`src/rtl/decoder_rr_arbiter_pkg.sv`:
```
// decoder_rr_arbiter_pkg: shared FSM state type and sizing constants for the decoder arbiter
package decoder_rr_arbiter_pkg;
   localparam int IDX_W = 3;
   localparam int N_REQ = 8;
   localparam int CNT_W = 8;
   typedef enum logic [1:0] {IDLE, GRANT, GAP} state_t;
endpackage

```
`src/rtl/decoder_rr_arbiter_if.sv`:
```
// decoder_rr_arbiter_if: request/release inputs and decoder select/enable outputs
//   req[7:0], rel      : from requesters to arbiter
//   a, b, c            : decoder select (a = index bit 2, c = index bit 0)
//   g1, g2an, g3bn     : decoder enables (g1 active high, g2an/g3bn active low)
//   busy, timeout      : grant active, one-cycle forced-release pulse
interface decoder_rr_arbiter_if;
   import decoder_rr_arbiter_pkg::*;
   logic [N_REQ-1:0] req;
   logic             rel;
   logic             a;
   logic             b;
   logic             c;
   logic             g1;
   logic             g2an;
   logic             g3bn;
   logic             busy;
   logic             timeout;
   modport master (output req, rel, input a, b, c, g1, g2an, g3bn, busy, timeout);
   modport slave (input req, rel, output a, b, c, g1, g2an, g3bn, busy, timeout);
endinterface

```
`src/rtl/decoder_rr_arbiter_rr_pick8.sv`:
```
// rr_pick8: combinational circular priority picker, first set req bit at or after ptr
//   req[7:0] in, ptr[2:0] in, index[2:0] out, any out
module rr_pick8
   import decoder_rr_arbiter_pkg::*;
(
   input  logic [N_REQ-1:0] req,
   input  logic [IDX_W-1:0] ptr,
   output logic [IDX_W-1:0] index,
   output logic             any
);
   logic [IDX_W-1:0] cand;
   always_comb begin
      index = '0;
      cand  = '0;
      // Scan from the farthest offset down so the nearest hit to ptr wins.
      for (int i = N_REQ - 1; i >= 0; i--) begin
         cand = ptr + i[IDX_W-1:0];
         if (req[cand]) index = cand;
      end
      any = |req;
   end
endmodule

```
`src/rtl/decoder_rr_arbiter.sv`:
```
// decoder_rr_arbiter: 8-way round-robin arbiter sequencing a 3-to-8 decoder's select/enables
//   clk, rst_n (async active-low), bus (slave modport): req, rel in; a, b, c, g1, g2an, g3bn, busy, timeout out
module decoder_rr_arbiter
   import decoder_rr_arbiter_pkg::*;
#(
   parameter int MAX_HOLD = 15
) (
   input  logic                 clk,
   input  logic                 rst_n,
   decoder_rr_arbiter_if.slave  bus
);
   localparam logic [CNT_W-1:0] MAX_H = CNT_W'(MAX_HOLD);
   state_t           state, state_n;
   logic [IDX_W-1:0] ptr, ptr_n, sel, sel_n, pick;
   logic [CNT_W-1:0] cnt, cnt_n;
   logic             en, en_n, dis, dis_n, to, to_n;
   logic             any, drop, expire;
   rr_pick8 u_pick (
      .req   (bus.req),
      .ptr   (ptr),
      .index (pick),
      .any   (any)
   );
   always_comb begin
      state_n = state;
      ptr_n   = ptr;
      cnt_n   = cnt;
      sel_n   = sel;
      en_n    = en;
      dis_n   = dis;
      to_n    = 1'b0;
      drop    = bus.rel | ~bus.req[sel];
      // A voluntary release in the same cycle takes precedence over the hold limit.
      expire  = (MAX_H != '0) && (cnt == MAX_H) && !drop;
      case (state)
         IDLE: begin
            if (any) begin
               state_n = GRANT;
               sel_n   = pick;
               en_n    = 1'b1;
               dis_n   = 1'b0;
               cnt_n   = CNT_W'(1);
            end
         end
         GRANT: begin
            if (drop || expire) begin
               state_n = GAP;
               en_n    = 1'b0;
               dis_n   = 1'b1;
               ptr_n   = sel + IDX_W'(1);
               to_n    = expire;
            end else begin
               cnt_n = (cnt == '1) ? cnt : cnt + CNT_W'(1);
            end
         end
         default: state_n = IDLE;
      endcase
   end
   // Select only moves when leaving IDLE, so it is stable for the whole grant and gap.
   always_ff @(posedge clk or negedge rst_n) begin
      if (!rst_n) begin
         state <= IDLE;
         ptr   <= '0;
         cnt   <= '0;
         sel   <= '0;
         en    <= 1'b0;
         dis   <= 1'b1;
         to    <= 1'b0;
      end else begin
         state <= state_n;
         ptr   <= ptr_n;
         cnt   <= cnt_n;
         sel   <= sel_n;
         en    <= en_n;
         dis   <= dis_n;
         to    <= to_n;
      end
   end
   assign bus.a       = sel[2];
   assign bus.b       = sel[1];
   assign bus.c       = sel[0];
   assign bus.g1      = en;
   assign bus.g2an    = dis;
   assign bus.g3bn    = dis;
   assign bus.busy    = en;
   assign bus.timeout = to;
endmodule
```
`src/flat_wrapper.sv`:
```
// flat-port wrapper written by rule: the top's interface ports become plain ports
module decoder_rr_arbiter_flat import decoder_rr_arbiter_pkg::*;
#(
   parameter int MAX_HOLD = 15
)
  (clk, rst_n, bus_req, bus_rel, bus_a, bus_b, bus_c, bus_g1, bus_g2an, bus_g3bn, bus_busy, bus_timeout);
  decoder_rr_arbiter_if bus_i ();
  input  logic clk;
  input  logic rst_n;
  input wire logic [$bits(bus_i.req)-1:0] bus_req;
  input wire logic [$bits(bus_i.rel)-1:0] bus_rel;
  output wire logic [$bits(bus_i.a)-1:0] bus_a;
  output wire logic [$bits(bus_i.b)-1:0] bus_b;
  output wire logic [$bits(bus_i.c)-1:0] bus_c;
  output wire logic [$bits(bus_i.g1)-1:0] bus_g1;
  output wire logic [$bits(bus_i.g2an)-1:0] bus_g2an;
  output wire logic [$bits(bus_i.g3bn)-1:0] bus_g3bn;
  output wire logic [$bits(bus_i.busy)-1:0] bus_busy;
  output wire logic [$bits(bus_i.timeout)-1:0] bus_timeout;
  assign bus_i.req = bus_req;
  assign bus_i.rel = bus_rel;
  assign bus_a = bus_i.a;
  assign bus_b = bus_i.b;
  assign bus_c = bus_i.c;
  assign bus_g1 = bus_i.g1;
  assign bus_g2an = bus_i.g2an;
  assign bus_g3bn = bus_i.g3bn;
  assign bus_busy = bus_i.busy;
  assign bus_timeout = bus_i.timeout;
  decoder_rr_arbiter #(.MAX_HOLD(MAX_HOLD)) u_core (.clk(clk), .rst_n(rst_n), .bus(bus_i));
endmodule
```
`config.mk`:
```
export PLATFORM = sky130hd
export DESIGN_NAME = decoder_rr_arbiter_flat
export DESIGN_NICKNAME = d
export VERILOG_FILES = /design/src/rtl/decoder_rr_arbiter_pkg.sv /design/src/rtl/decoder_rr_arbiter_if.sv /design/src/rtl/decoder_rr_arbiter_rr_pick8.sv /design/src/rtl/decoder_rr_arbiter.sv /design/src/flat_wrapper.sv
export SDC_FILE = /design/constraint.sdc
export NUM_CORES = 1
export LEC_CHECK = 0
export ABC_AREA = 1
export CELL_PAD_IN_SITES_DETAIL_PLACEMENT = 0
export CELL_PAD_IN_SITES_GLOBAL_PLACEMENT = 2
export CORE_MARGIN = 2
export CORE_UTILIZATION = 29
export DETAILED_ROUTE_END_ITERATION = 16
export HOLD_SLACK_MARGIN = 0.12
export PLACE_DENSITY_LB_ADDON = 0.1
export SYNTH_ARGS = -nofsm -noshare
export SYNTH_HDL_FRONTEND = slang
export SYNTH_SLANG_ARGS = --single-unit
```
`constraint.sdc`:
```
create_clock -name clk -period 1.9 [get_ports clk]
set_input_delay 0.38 -clock clk [delete_from_list [all_inputs] [get_ports clk]]
set_output_delay 0.38 -clock clk [all_outputs]
set_load 0.05 [all_outputs]
```
Word level (Yosys, flattened, before mapping) --
Index checks and enable logic that the tools add are counted.
Word-level totals: input port bits 11, logic and storage cells 86, flip-flop bits (word level) 19, output and inout port bits 8
Cells by class: magnitude comparators 9, reductions and logical operators 11, $add $sub $neg 9, muxes and demuxes 41, eq/ne operators 7, bitwise operators 2
Operators by type and width (number):
- < comparator 3 x 4 -> 1 bit (second input constant) | 9
- binary-select mux 1 bit (select 3 bit) | 9
- 2-to-1 mux 3 bit | 8
- 2-to-1 mux 8 bit | 3
- one-hot mux 8 bit (2 select lines) | 1
- 2-to-1 mux 1 bit | 15
- adder 3 bit (second input constant) | 4
- adder 8 x 1 -> 8 bit (second input constant) | 1
- == test 8 x 4 -> 1 bit (second input constant) | 1
- == test 8 bit (second input constant) | 1
- OR reduction 8 bit | 1
- adder 3 x 1 -> 3 bit (second input constant) | 2
- adder 3 x 2 -> 3 bit (second input constant) | 2
- AND reduction 2 bit | 3
- 2-to-1 mux 2 bit | 2
- inequality test 2 x 1 -> 1 bit (second input constant) | 2
- inequality test 2 bit (second input constant) | 2
- one-hot mux 1 bit (2 select lines) | 2
- one-hot mux 2 bit (2 select lines) | 1
- AND reduction 4 bit | 1
- AND reduction 3 bit | 1
- == test 2 x 1 -> 1 bit (second input constant) | 1
- logical NOT 2 bit | 1
- nonzero test 2 bit | 1
- 5 further kinds | 5

Logic depth before layout (Yosys ltp) --
depth in word-level cells 11, gate-level depth with buffers 20, mapped depth without buffers 18

By module --
From an unflattened synthesis, not the netlist that was laid out.
Second synthesis, totals: cell total of the unflattened synthesis 269, area total of the unflattened synthesis 1762.9 um^2
By module, submodules not included:
- decoder_rr_arbiter | instances 1, sequential area each 476.7 um^2, cells each 140, area an instance 1074.8 um^2
- rr_pick8 | instances 1, sequential area each 0.0 um^2, cells each 129, area an instance 688.2 um^2

Worst setup path before layout --
No wires, ideal clock.
path type reg2reg, start point register u_core.ptr[0], end point register u_core.sel[1], path slack -162 ps, required time 1782 ps, setup time 118 ps, period minus slack after synthesis 2062 ps, arrival 1944 ps, cell stages (with the launch flop) 18, path buffers 3, cells stage by stage dfrtp_1 buf_6 inv_6 buf_12 ha_1 buf_2 inv_1 nand3_2 nand3_2 nand2_4 a21oi_1 nand3_1 nand2_1 nand2_1 nand2_1 nand2_1 nand2_1 nand2_1
On the way: cells in the longest elaborated chain, start to end 11, elaborated cells between the ends (all ways) 31, those cells by class 7 x add/sub; 24 x mux
RTL lines:
- start: declaration | RTL line decoder_rr_arbiter.sv:14 | logic [IDX_W-1:0] ptr, ptr_n, sel, sel_n, pick;
- start signal: assignment | RTL line decoder_rr_arbiter.sv:71 | ptr <= ptr_n;
- adder 3 bit | RTL line decoder_rr_arbiter_rr_pick8.sv:17 | cand = ptr + i[IDX_W-1:0];
- binary-select mux 1 bit (select 3 bit) | RTL line decoder_rr_arbiter_rr_pick8.sv:18 | if (req[cand]) index = cand;
- 2-to-1 mux 1 bit (implied by the code) | RTL line decoder_rr_arbiter_rr_pick8.sv:18
- 2-to-1 mux 3 bit (7 in a row) | RTL line decoder_rr_arbiter_rr_pick8.sv:18
- 2-to-1 mux 3 bit * | RTL line decoder_rr_arbiter_rr_pick8.sv:18
- end signal: assignment | RTL line decoder_rr_arbiter.sv:73 | sel <= sel_n;
- end: declaration | RTL line decoder_rr_arbiter.sv:14
Mark *: on every way between the ends. The rest lies on a longest branch, timed or not. The select of a mux whose other input is x is not followed. A chain may end at the register's enable or synchronous reset.

Worst setup path in the final report --
Ends and elaborated chain as after synthesis.

==> impl_table.tex <==
\begin{tabular}{lr}
\hline
Metric & Value \\
\hline
\multicolumn{2}{l}{\textbf{Status}} \\
\quad Result of the run & finished clean \\
\multicolumn{2}{l}{\textbf{Floorplan}} \\
\quad Initial core utilization & 0.3018 \\
\quad Site row count & 28 \\
\quad Floorplan die width & 82.96 um \\
\quad Height of the die & 82.96 um \\
\quad Boundary Pins & 19 \\
\quad Die area & 0.006882 mm\^{}2 \\
\quad Core area & 0.005991 mm\^{}2 \\
\multicolumn{2}{l}{\textbf{Layout}} \\
\quad Combined flip-flop and latch cell area & 479.2 um\^{}2 \\
\quad Number of fillers in the final layout & 621 \\
\quad Number of nets in the layout & 328 \\
\quad Fraction of layout cells with a size suffix above 1 & 0.3686 \\
\quad Relative area change from synthesis to final layout & 35.16\% \\
\quad Multi-input gate area in the final layout & 0.001165 mm\^{}2 \\
\quad Number of antenna diodes & 0 \\
\multicolumn{2}{l}{\textbf{STA}} \\
\quad Worst slew margin relative to its limit & 0.6739 \\
\quad Time the worst path needs with I/O delays and setup & 1.773 ns \\
\quad Transition time at the pin with the least slew margin & 0.4876 ns \\
\quad Total negative slack for setup checks & 0 ns \\
\quad RSZ-0062 raised after global routing & yes \\
\quad Worst Clk Skew & 0.002809 ns \\
\quad Final hold violation count & 0 \\
\quad Setup slack after layout & 0.1267 ns \\
\quad Slew Viols, Final & 0 \\
\quad Highest clock frequency the design can meet & 0.5639 GHz \\
\quad Worst hold margin & 0.4474 ns \\
\quad Post-route fraction of the period consumed by the critical path & 0.9333 \\
\quad Final Setup Violations & 0 \\
\multicolumn{2}{l}{\textbf{Critical path}} \\
\quad Crit path max fanout & 6 \\
\quad Data required time at the worst endpoint & 2.06 ns \\
\quad Worst path arrival time & 1.93 ns \\
\quad Critical path class & register to register \\
\quad Category of the worst setup path capture point & register \\
\quad Kind of start point of the critical path & register \\
\multicolumn{2}{l}{\textbf{Detailed routing}} \\
\quad DRC violations left & 0 \\
\quad Routed WL & 4918 um \\
\quad Detailed-router iteration count before antenna repair & 4 \\
\quad Vias per Instance & 4.473 \\
\quad Detail-routed net length per standard cell & 12.71 um \\
\quad Total via count after detailed routing & 1731 \\
\quad Number of antenna-violating nets in the routed design & 0 \\
\quad Initial DRC count & 77 \\
\multicolumn{2}{l}{\textbf{Yosys}} \\
\quad Number of distinct library cell variants in the gate-level netlist after synthesis & 35 \\
\quad Sequential fraction of the synthesis area & 0.2637 \\
\quad Warnings, synthesis & 0 \\
\quad Cell Area, Synth & 0.001808 mm\^{}2 \\
\quad Synthesis-stage register bit count & 19 \\
\quad Post-Syn Instances & 257 \\
\quad Post-synthesis net count & 272 \\
\quad Avg Cell Area, Syn & 7.035 um\^{}2 \\
\multicolumn{2}{l}{\textbf{Placement}} \\
\quad Global placer's final weighted congestion & 0.7644 \\
\quad HPWL reported at the end of detailed placement & 3921 um \\
\quad Worst setup slack after placement & -0.2636 ns \\
\quad Input/output buffers & 18 \\
\multicolumn{2}{l}{\textbf{GRT}} \\
\quad Remaining global-route overflow & 0 \\
\quad Total Routing Usage GR & 0.1447 \\
\quad Global-route wire length before repair & 8100 um \\
\quad Maximum number of pins on one net before global-route repair & 20 \\
\quad Vias in the first global route & 1596 \\
\quad Initial antenna violation count & 0 \\
\multicolumn{2}{l}{\textbf{Clocking}} \\
\quad Root Driver & sky130\_fd\_sc\_hd\_\_clkbuf\_8 \\
\quad TritonCTS clock tree & built \\
\quad Clk slew on worst S/H paths & 0.08 ns \\
\quad CTS max path bufs & 2 \\
\quad CTS sink count & 19 \\
\quad Clock latency at the later pin of the worst-skew pair & 0.26 ns \\
\quad Number of hold-repair buffers added at the cts stage & 0 \\
\quad CTS HTree Levels & 1 \\
\quad Number of buffers created by CTS & 3 \\
\multicolumn{2}{l}{\textbf{Flow run}} \\
\quad Max-Cap Viols & 0 \\
\multicolumn{2}{l}{\textbf{Min path}} \\
\quad Hold/Removal Path Class & primary input to asynchronous set/reset pin \\
\hline
\end{tabular}
-- cells in the final DEF, fill, tap and decap left out, drive strengths merged --
master         count
dlymetal6s2s       6
nand3b             1
nor4               1
dfrtp             18
clkinv             1
o31ai              5
nor2              12
a21oi              9
xnor2              3
nand3             42
o21ai              9
nor3b              1
dfstp              1
xor2               6
nor3               1
clkbuf             3
inv               33
nand2             92
a31oi              2
o21bai             1
ha                 4
buf               50
clkdlybuf4s50      5
nand4              1
and3               1
o211ai             3
clkinvlp           1
-- flip-flops by register name, summed over array words and instances (netlist names) --
| signal | flops |
|---|---|
| u_core.ptr | 3 |
| u_core.cnt | 8 |
| u_core.bus.timeout | 1 |
| u_core.state | 2 |
| u_core.bus.busy | 1 |
| u_core.sel | 3 |
| u_core.bus.g2an | 1 |
-- area by class of cell --
| class | count | area share |
|---|---|---|
| multi-input cells | 194 | 0.4767 |
| repair buffers | 61 | 0.2115 |
| flip-flops and latches | 19 | 0.1961 |
| clock buffers | 3 | 0.01690 |
| clock inverters | 1 | 0.003072 |
| inverters | 34 | 0.05735 |
| well taps | 75 | 0.03840 |
-- synth_stat cells --
cell type | count | share of area
sky130_fd_sc_hd__a21oi_2 | 1 | 0.0048
sky130_fd_sc_hd__nand3b_1 | 1 | 0.0042
sky130_fd_sc_hd__buf_2 | 1 | 0.0028
sky130_fd_sc_hd__xor2_1 | 6 | 0.029
sky130_fd_sc_hd__buf_6 | 5 | 0.031
sky130_fd_sc_hd__inv_6 | 1 | 0.0048
sky130_fd_sc_hd__inv_2 | 5 | 0.010
sky130_fd_sc_hd__a21oi_1 | 8 | 0.022
sky130_fd_sc_hd__nand2_4 | 3 | 0.019
sky130_fd_sc_hd__inv_4 | 1 | 0.0035
sky130_fd_sc_hd__buf_4 | 3 | 0.012
sky130_fd_sc_hd__nand4_1 | 1 | 0.0035
sky130_fd_sc_hd__nand3_1 | 24 | 0.066
sky130_fd_sc_hd__o21bai_1 | 1 | 0.0042
sky130_fd_sc_hd__nand2_2 | 11 | 0.038
sky130_fd_sc_hd__dfrtp_1 | 18 | 0.25
sky130_fd_sc_hd__a31oi_1 | 2 | 0.0069
sky130_fd_sc_hd__o21ai_1 | 2 | 0.0055
sky130_fd_sc_hd__nor4_1 | 1 | 0.0035
sky130_fd_sc_hd__nor2_2 | 2 | 0.0069
sky130_fd_sc_hd__o211ai_1 | 3 | 0.012
sky130_fd_sc_hd__nand2_1 | 78 | 0.16
sky130_fd_sc_hd__o31ai_1 | 5 | 0.021
sky130_fd_sc_hd__nor3b_1 | 1 | 0.0042
sky130_fd_sc_hd__and3_4 | 1 | 0.0062
sky130_fd_sc_hd__o21ai_0 | 7 | 0.019
sky130_fd_sc_hd__ha_1 | 4 | 0.028
sky130_fd_sc_hd__buf_12 | 1 | 0.011
sky130_fd_sc_hd__inv_1 | 26 | 0.054
sky130_fd_sc_hd__dfstp_2 | 1 | 0.015
sky130_fd_sc_hd__clkinv_1 | 1 | 0.0021
sky130_fd_sc_hd__xnor2_1 | 3 | 0.015
sky130_fd_sc_hd__nor3_1 | 1 | 0.0028
sky130_fd_sc_hd__nand3_2 | 18 | 0.10
sky130_fd_sc_hd__nor2_1 | 10 | 0.021
-- timing repair --
item | CTS | global route
gates resized for setup | 0 | 24
setup buffers | 2 | 4
setup endpoints to repair | 1 | 11
endpoints found under the hold margin | 0 | 0
pin swaps | 1 | 7
-- critical path, cell delays in order (launching register included) --
cell	delay, ns
sky130_fd_sc_hd__dfrtp_2	0.45
sky130_fd_sc_hd__inv_6	0.08
sky130_fd_sc_hd__ha_4	0.23
sky130_fd_sc_hd__inv_6	0.09
sky130_fd_sc_hd__nand3_2	0.11
sky130_fd_sc_hd__nand3_4	0.11
sky130_fd_sc_hd__nand2_4	0.07
sky130_fd_sc_hd__a21oi_1	0.12
sky130_fd_sc_hd__nand3_1	0.09
sky130_fd_sc_hd__nand2_1	0.06
sky130_fd_sc_hd__nand2_1	0.04
sky130_fd_sc_hd__nand2_1	0.05
sky130_fd_sc_hd__nand2_1	0.05
sky130_fd_sc_hd__nand2_1	0.06
sky130_fd_sc_hd__nand2_1	0.04
-- per-layer routing --
layer | GRT usage | vias to the layer above | routed length [um] | share of wire
met4 | 0.01788 | 0 | 12 | 0.0024
met2 | 0.1979 | 32 | 1913 | 0.39
met5 | 0 | - | 0 | 0
met3 | 0.03082 | 2 | 199 | 0.040
met1 | 0.2337 | 759 | 2792 | 0.57
li1 | - | 938 | - | -
-- kinds of logic (layout without fill, tap and decap cells) --
group / Yosys count / after routing / share of synthesized area
XOR/XNOR: 9 / 9 / 0.04360
AND/OR/NAND/NOR: 152 / 152 / 0.4367
buffers and inverters: 44 / 99 / 0.1322
adder cells (fa/ha/maj): 4 / 4 / 0.02768
AO/OA/AOI/OAI: 29 / 29 / 0.09620
flip-flops: 19 / 19 / 0.2637
-- path summary, 6_finish.rpt --
path	from	slack [ns]	cells after the start	end
setup / recovery	u_core.ptr[0]$_DFFE_PN0N_	0.13	14	u_core.sel[1]$_DFFE_PN0P_
hold / removal	rst_n	0.45	2	u_core.cnt[3]$_DFFE_PN0P_
setup reg to reg	u_core.ptr[0]$_DFFE_PN0N_	0.13	14	u_core.sel[1]$_DFFE_PN0P_
hold reg to reg	u_core.bus.g2an$_DFFE_PN1P_	0.48	2	u_core.bus.g2an$_DFFE_PN1P_
max in group asynchronous	rst_n	1.19	2	u_core.bus.g2an$_DFFE_PN1P_
min in group clk	u_core.bus.g2an$_DFFE_PN1P_	0.48	2	u_core.bus.g2an$_DFFE_PN1P_
-- stage by stage --
stage,utilization,instance area [um^2],cells
finish,0.4079,2444,387
floorplan,-,1829,257
CTS,0.3889,2330,383
global route,0.4079,2444,387
detailed placement,0.3782,2266,377
global placement,0.3782,2266,377
Power is left out: the tool's default activity adds up to more than one toggle a clock period on the data nets, which glitch-free logic cannot reach.
==> variant 1: new RTL, same settings <==
Re-encode `state_t` (3 states) as one-hot, 3 bits wide.
--- a/src/rtl/decoder_rr_arbiter_pkg.sv
+++ b/src/rtl/decoder_rr_arbiter_pkg.sv
@@ -5,3 +5,3 @@
    localparam int CNT_W = 8;
-   typedef enum logic [1:0] {IDLE, GRANT, GAP} state_t;
+   typedef enum logic [2:0] {IDLE = 3'b001, GRANT = 3'b010, GAP = 3'b100} state_t;
 endpackage
Behaviour: same outputs for any inputs over 10 cycles, from zero or initial values and one cycle with rst_n low; not proved beyond that.
==> variant 1 against the original RTL <==
Global-route usage rose by 0.66 points. Sequential cell count rose by 1. Worst setup slack got worse by 0.055 ns. Worst hold slack improved by 0.018 ns. Wire length rose by 4.0%. Sequential share of layout area rose by 0.058 points. Synthesized area barely moved. Die area barely moved. Critical path type unchanged. Highest routed layer unchanged. Cell count rose by 0.52%. Final area rose by 5.2%. Largest cell class unchanged. Maximum frequency fell by 3.0%.
Power is not shown: default switching activity piles up to over one toggle a cycle in this logic, so the estimate is an artifact.
==> variant 1: results <==
group,metric,value,unit
run_status,outcome,"complete, no violations",
clock_tree,max-clock-path-buffers,2,
placement,io_buffers,18,
synthesis,syn_avg_cell_area,6.827,um^2
cells_and_area,final_nets,330,
worst_setup_path,arrival,2.01,ns
clock_tree,clkTransAtPathRegs,0.07,ns
synthesis,synth_cell_types,33,
cells_and_area,layout-drive-gt1-share,39.17,%
route,drtIter0Drc,46,
synthesis,synth_seq_area_share,27.80,%
cells_and_area,n_fill_cell,660,
global_route,grt_pass1_vias,1811,
clock_tree,clock_latency,0.25,ns
cells_and_area,multiInputGateArea,0.001305,mm^2
synthesis,synth_nets,280,
cells_and_area,n_antenna_cell,0,
sta,worst_slew_pin_slew,0.3301,ns
placement,finalWeightedCongestion,0.7888,
synthesis,async_flop_share,100.0,%
global_route,track_usage,15.13,%
clock_tree,cts-root-buf,"clkbuf_8",
worst_setup_path,cp_max_fo,7,
cells_and_area,largest_register_ffs,8,
clock_tree,h-tree-depth,1,
global_route,grt_pass1_wl,8611,um
placement,hpwl,4057,um
route,dr_total_vias,1766,
sta,fin_skew,0.001265,ns
synthesis,synthTopCellsByCount,"nand2_1, inv_1, nand3_1",
global_route,antenna_found_initial,0,
cells_and_area,largest-register,"u_core.cnt",
worst_setup_path,startpoint,"u_core.ptr[0]$_DFFE_PN0N_",
route,vias_per_cell,4.540,
placement,dp_cells,378,
global_route,grt_max_degree,21,
synthesis,yosys-top-cells-area,"dfrtp_1, nand2_1, nand3_1",
worst_hold_path,hold_class,"input pin to asynchronous set/reset pin",
route,wl_per_cell,13.15,um
[variant 1: through the flow]
| step | hold WS [ns] | setup slack [ns] | utilization [%] | cell area (um^2) |
|---|---|---|---|---|
| 6_report | 0.4657 | 0.07142 | 42.90 | 2570 |
| 5_1_grt | 0.4897 | -0.08342 | 42.90 | 2570 |
| 4_1_cts | 0.4727 | 0.03400 | 38.12 | 2283 |
| 3_5_place_dp | 0.4650 | -0.2193 | 37.18 | 2227 |
| 3_3_place_gp | 0.4643 | -0.2468 | 37.18 | 2227 |
| 2_1_floorplan | 0.08441 | 0.001439 | - | 1836 |
[variant 1: final cells by class]
class / count / share of cell area, %
Clock buffer: 4 / 2.142
Inverter: 34 / 5.648
Multi-Input combinational cell: 202 / 50.78
Sequential cell: 20 / 19.67
Tap cell: 75 / 3.651
Timing Repair Buffer: 54 / 18.11
[variant 1: layer usage]
layer,GRT usage [%],wire (um),vias up
met5,0,0,-
met2,29.77,2820,4
met1,17.65,2227,811
met3,1.491,44,2
li1,-,-,949
met4,2.683,24,0
[variant 1: logic make-up after synthesis]
group | count (synthesis) | synth area share (%)
adder cells (fa/ha/maj) | 4 | 2.766
buffers and inverters | 43 | 12.24
AO/OA/AOI/OAI | 28 | 8.990
flip-flops | 20 | 27.80
AND/OR/NAND/NOR | 163 | 44.81
XOR/XNOR | 7 | 3.389
[variant 1: timing repair]
| action | 4_1_cts | 5_1_grt |
|---|---|---|
| buffers inserted | 0 | 7 |
| resized for setup | 1 | 57 |
| hold buffers | 0 | 0 |
| setup endpoints to repair | 1 | 16 |
| pin swaps | 0 | 19 |
[variant 1: final timing paths]
path | end | slack, ns | cells after the start
setup / recovery | u_core.sel[2]$_DFFE_PN0P_ | 0.07 | 13
min in group clk | u_core.bus.g2an$_DFFE_PN1P_ | 0.47 | 2
max in group asynchronous | u_core.bus.g2an$_DFFE_PN1P_ | 1.15 | 2
hold / removal | u_core.state[1]$_DFFE_PN0P_ | 0.47 | 2
setup reg to reg | u_core.sel[2]$_DFFE_PN0P_ | 0.07 | 13
hold reg to reg | u_core.bus.g2an$_DFFE_PN1P_ | 0.47 | 2
[variant 1: worst max-delay path, stage by stage, from the launching register on]
cell and delay [ns]:
dfrtp_2 0.40, clkinv_4 0.07, ha_4 0.38, inv_8 0.07, nand3_4 0.06, and2_4 0.16
nand3_2 0.07, nand3_2 0.08, nand3_2 0.07, nand2_2 0.07, nand2_2 0.06, nand2_2 0.08
nand2_2 0.06, a21oi_2 0.12
==> variant 2: new RTL, same settings <==
Made on the original files. `N_REQ`: 8 -> 4.
--- a/src/rtl/decoder_rr_arbiter_pkg.sv
+++ b/src/rtl/decoder_rr_arbiter_pkg.sv
@@ -3,3 +3,3 @@
    localparam int IDX_W = 3;
-   localparam int N_REQ = 8;
+   localparam int N_REQ = 4;
    localparam int CNT_W = 8;
Interface: changed (resized bus_req); port bits go from 19 to 15. The function was not compared with the original's and may differ.
==> variant 2 against the original RTL <==
Worst hold slack gained 0.0072 ns. Sequential cell count is the same. Maximum frequency shrank 0.10%. Worst setup slack lost 0.0018 ns. Synthesized area shrank 29%. Sequential share of layout area grew 12 points. Critical path depth shrank 13. Wire length shrank 38%. Final area shrank 38%. Largest cell class unchanged.
==> variant 2: results <==
group,metric,value,unit
placement,finalWeightedCongestion,0.7391,
route,wl,3070,um
global_route,grt_use_met3,3.608,%
route,dr_wl_met3,173,um
synthesis,synth_nets,188,
global_route,track_usage,13.47,%
synthesis,synthTopCellsByCount,"nand2_1, nand3_1, dfrtp_1",
worst_setup_path,cpPeakStageDelay,0.80,ns
cells_and_area,n_fill_cell,470,
worst_setup_path,reg2reg_from,"u_core.cnt[0]$_DFFE_PN0P_",
worst_setup_path,reg2reg_slack,0.29,ns
placement,hpwl,2386,um
synthesis,synth_seq_area_share,37.28,%
worst_setup_path,crit_end,"bus_timeout",
worst_setup_path,worst-r2r-cell-count,9,
worst_setup_path,crit_family,"buffers and inverters",
synthesis,synthXorXnorAreaFrac,5.479,%
route,met1Wirelength,1565,um
placement,io_buffers,14,
global_route,grt_pass1_wl,5264,um
cells_and_area,final_nets,208,
sta,fin_skew,0.0005983,ns
worst_setup_path,rr_endpoint,"u_core.cnt[0]$_DFFE_PN0P_",
worst_setup_path,cp_slowest_cell,"clkdlybuf4s50_1",
sta,relSlewSlack,66.02,%
global_route,use_met2,20.13,%
synthesis,synth_cell_types,27,
clock_tree,max-clock-path-buffers,2,
synthesis,yosys-top-cells-area,"dfrtp_1, nand2_1, nand3_1",
cells_and_area,layout-drive-gt1-share,15.31,%
global_route,grt_pass1_vias,1127,
clock_tree,cts_setup_buffers,0,
global_route,use_met1,19.27,%
route,dr_total_vias,1162,
route,drtIter0Drc,35,
synthesis,synth_compound_area_share,6.262,%
run_status,outcome,"complete, no violations",
synthesis,synthAdderAreaFrac,3.914,%
worst_setup_path,startpoint,"u_core.bus.timeout$_DFF_PN0_",
variant 2: cell count changes after synthesis, sizes merged, moves of 5 or more:
cell / delta
buf: -6
inv: -14
nand2: -26
nand3: -21
o21ai: -5
o31ai: -5
variant 2: area by class of cell:
type                    instances  area [um^2]  area share (%)
multi-input cells             135        700.7           46.09
flip-flops and latches         19        476.7           31.36
repair buffers                 19        160.2           10.53
inverters                      19        71.32           4.691
well taps                      52        65.06           4.280
clock buffers                   3        41.29           2.716
clock inverters                 1        5.005          0.3292
variant 2: stage by stage:
stage	instances	hold slack (ns)	cell area [um^2]	total power, mW	worst slack (ns)
after detailed placement	244	0.4776	1474	2.395	0.02500
final	248	0.4546	1520	2.662	0.1249
after global routing	248	0.4639	1520	2.943	0.07481
after floorplan	177	0.08441	1279	1.966	0.3258
after global placement	244	0.4639	1474	2.395	0.02992
after CTS	248	0.4659	1520	2.702	0.09864
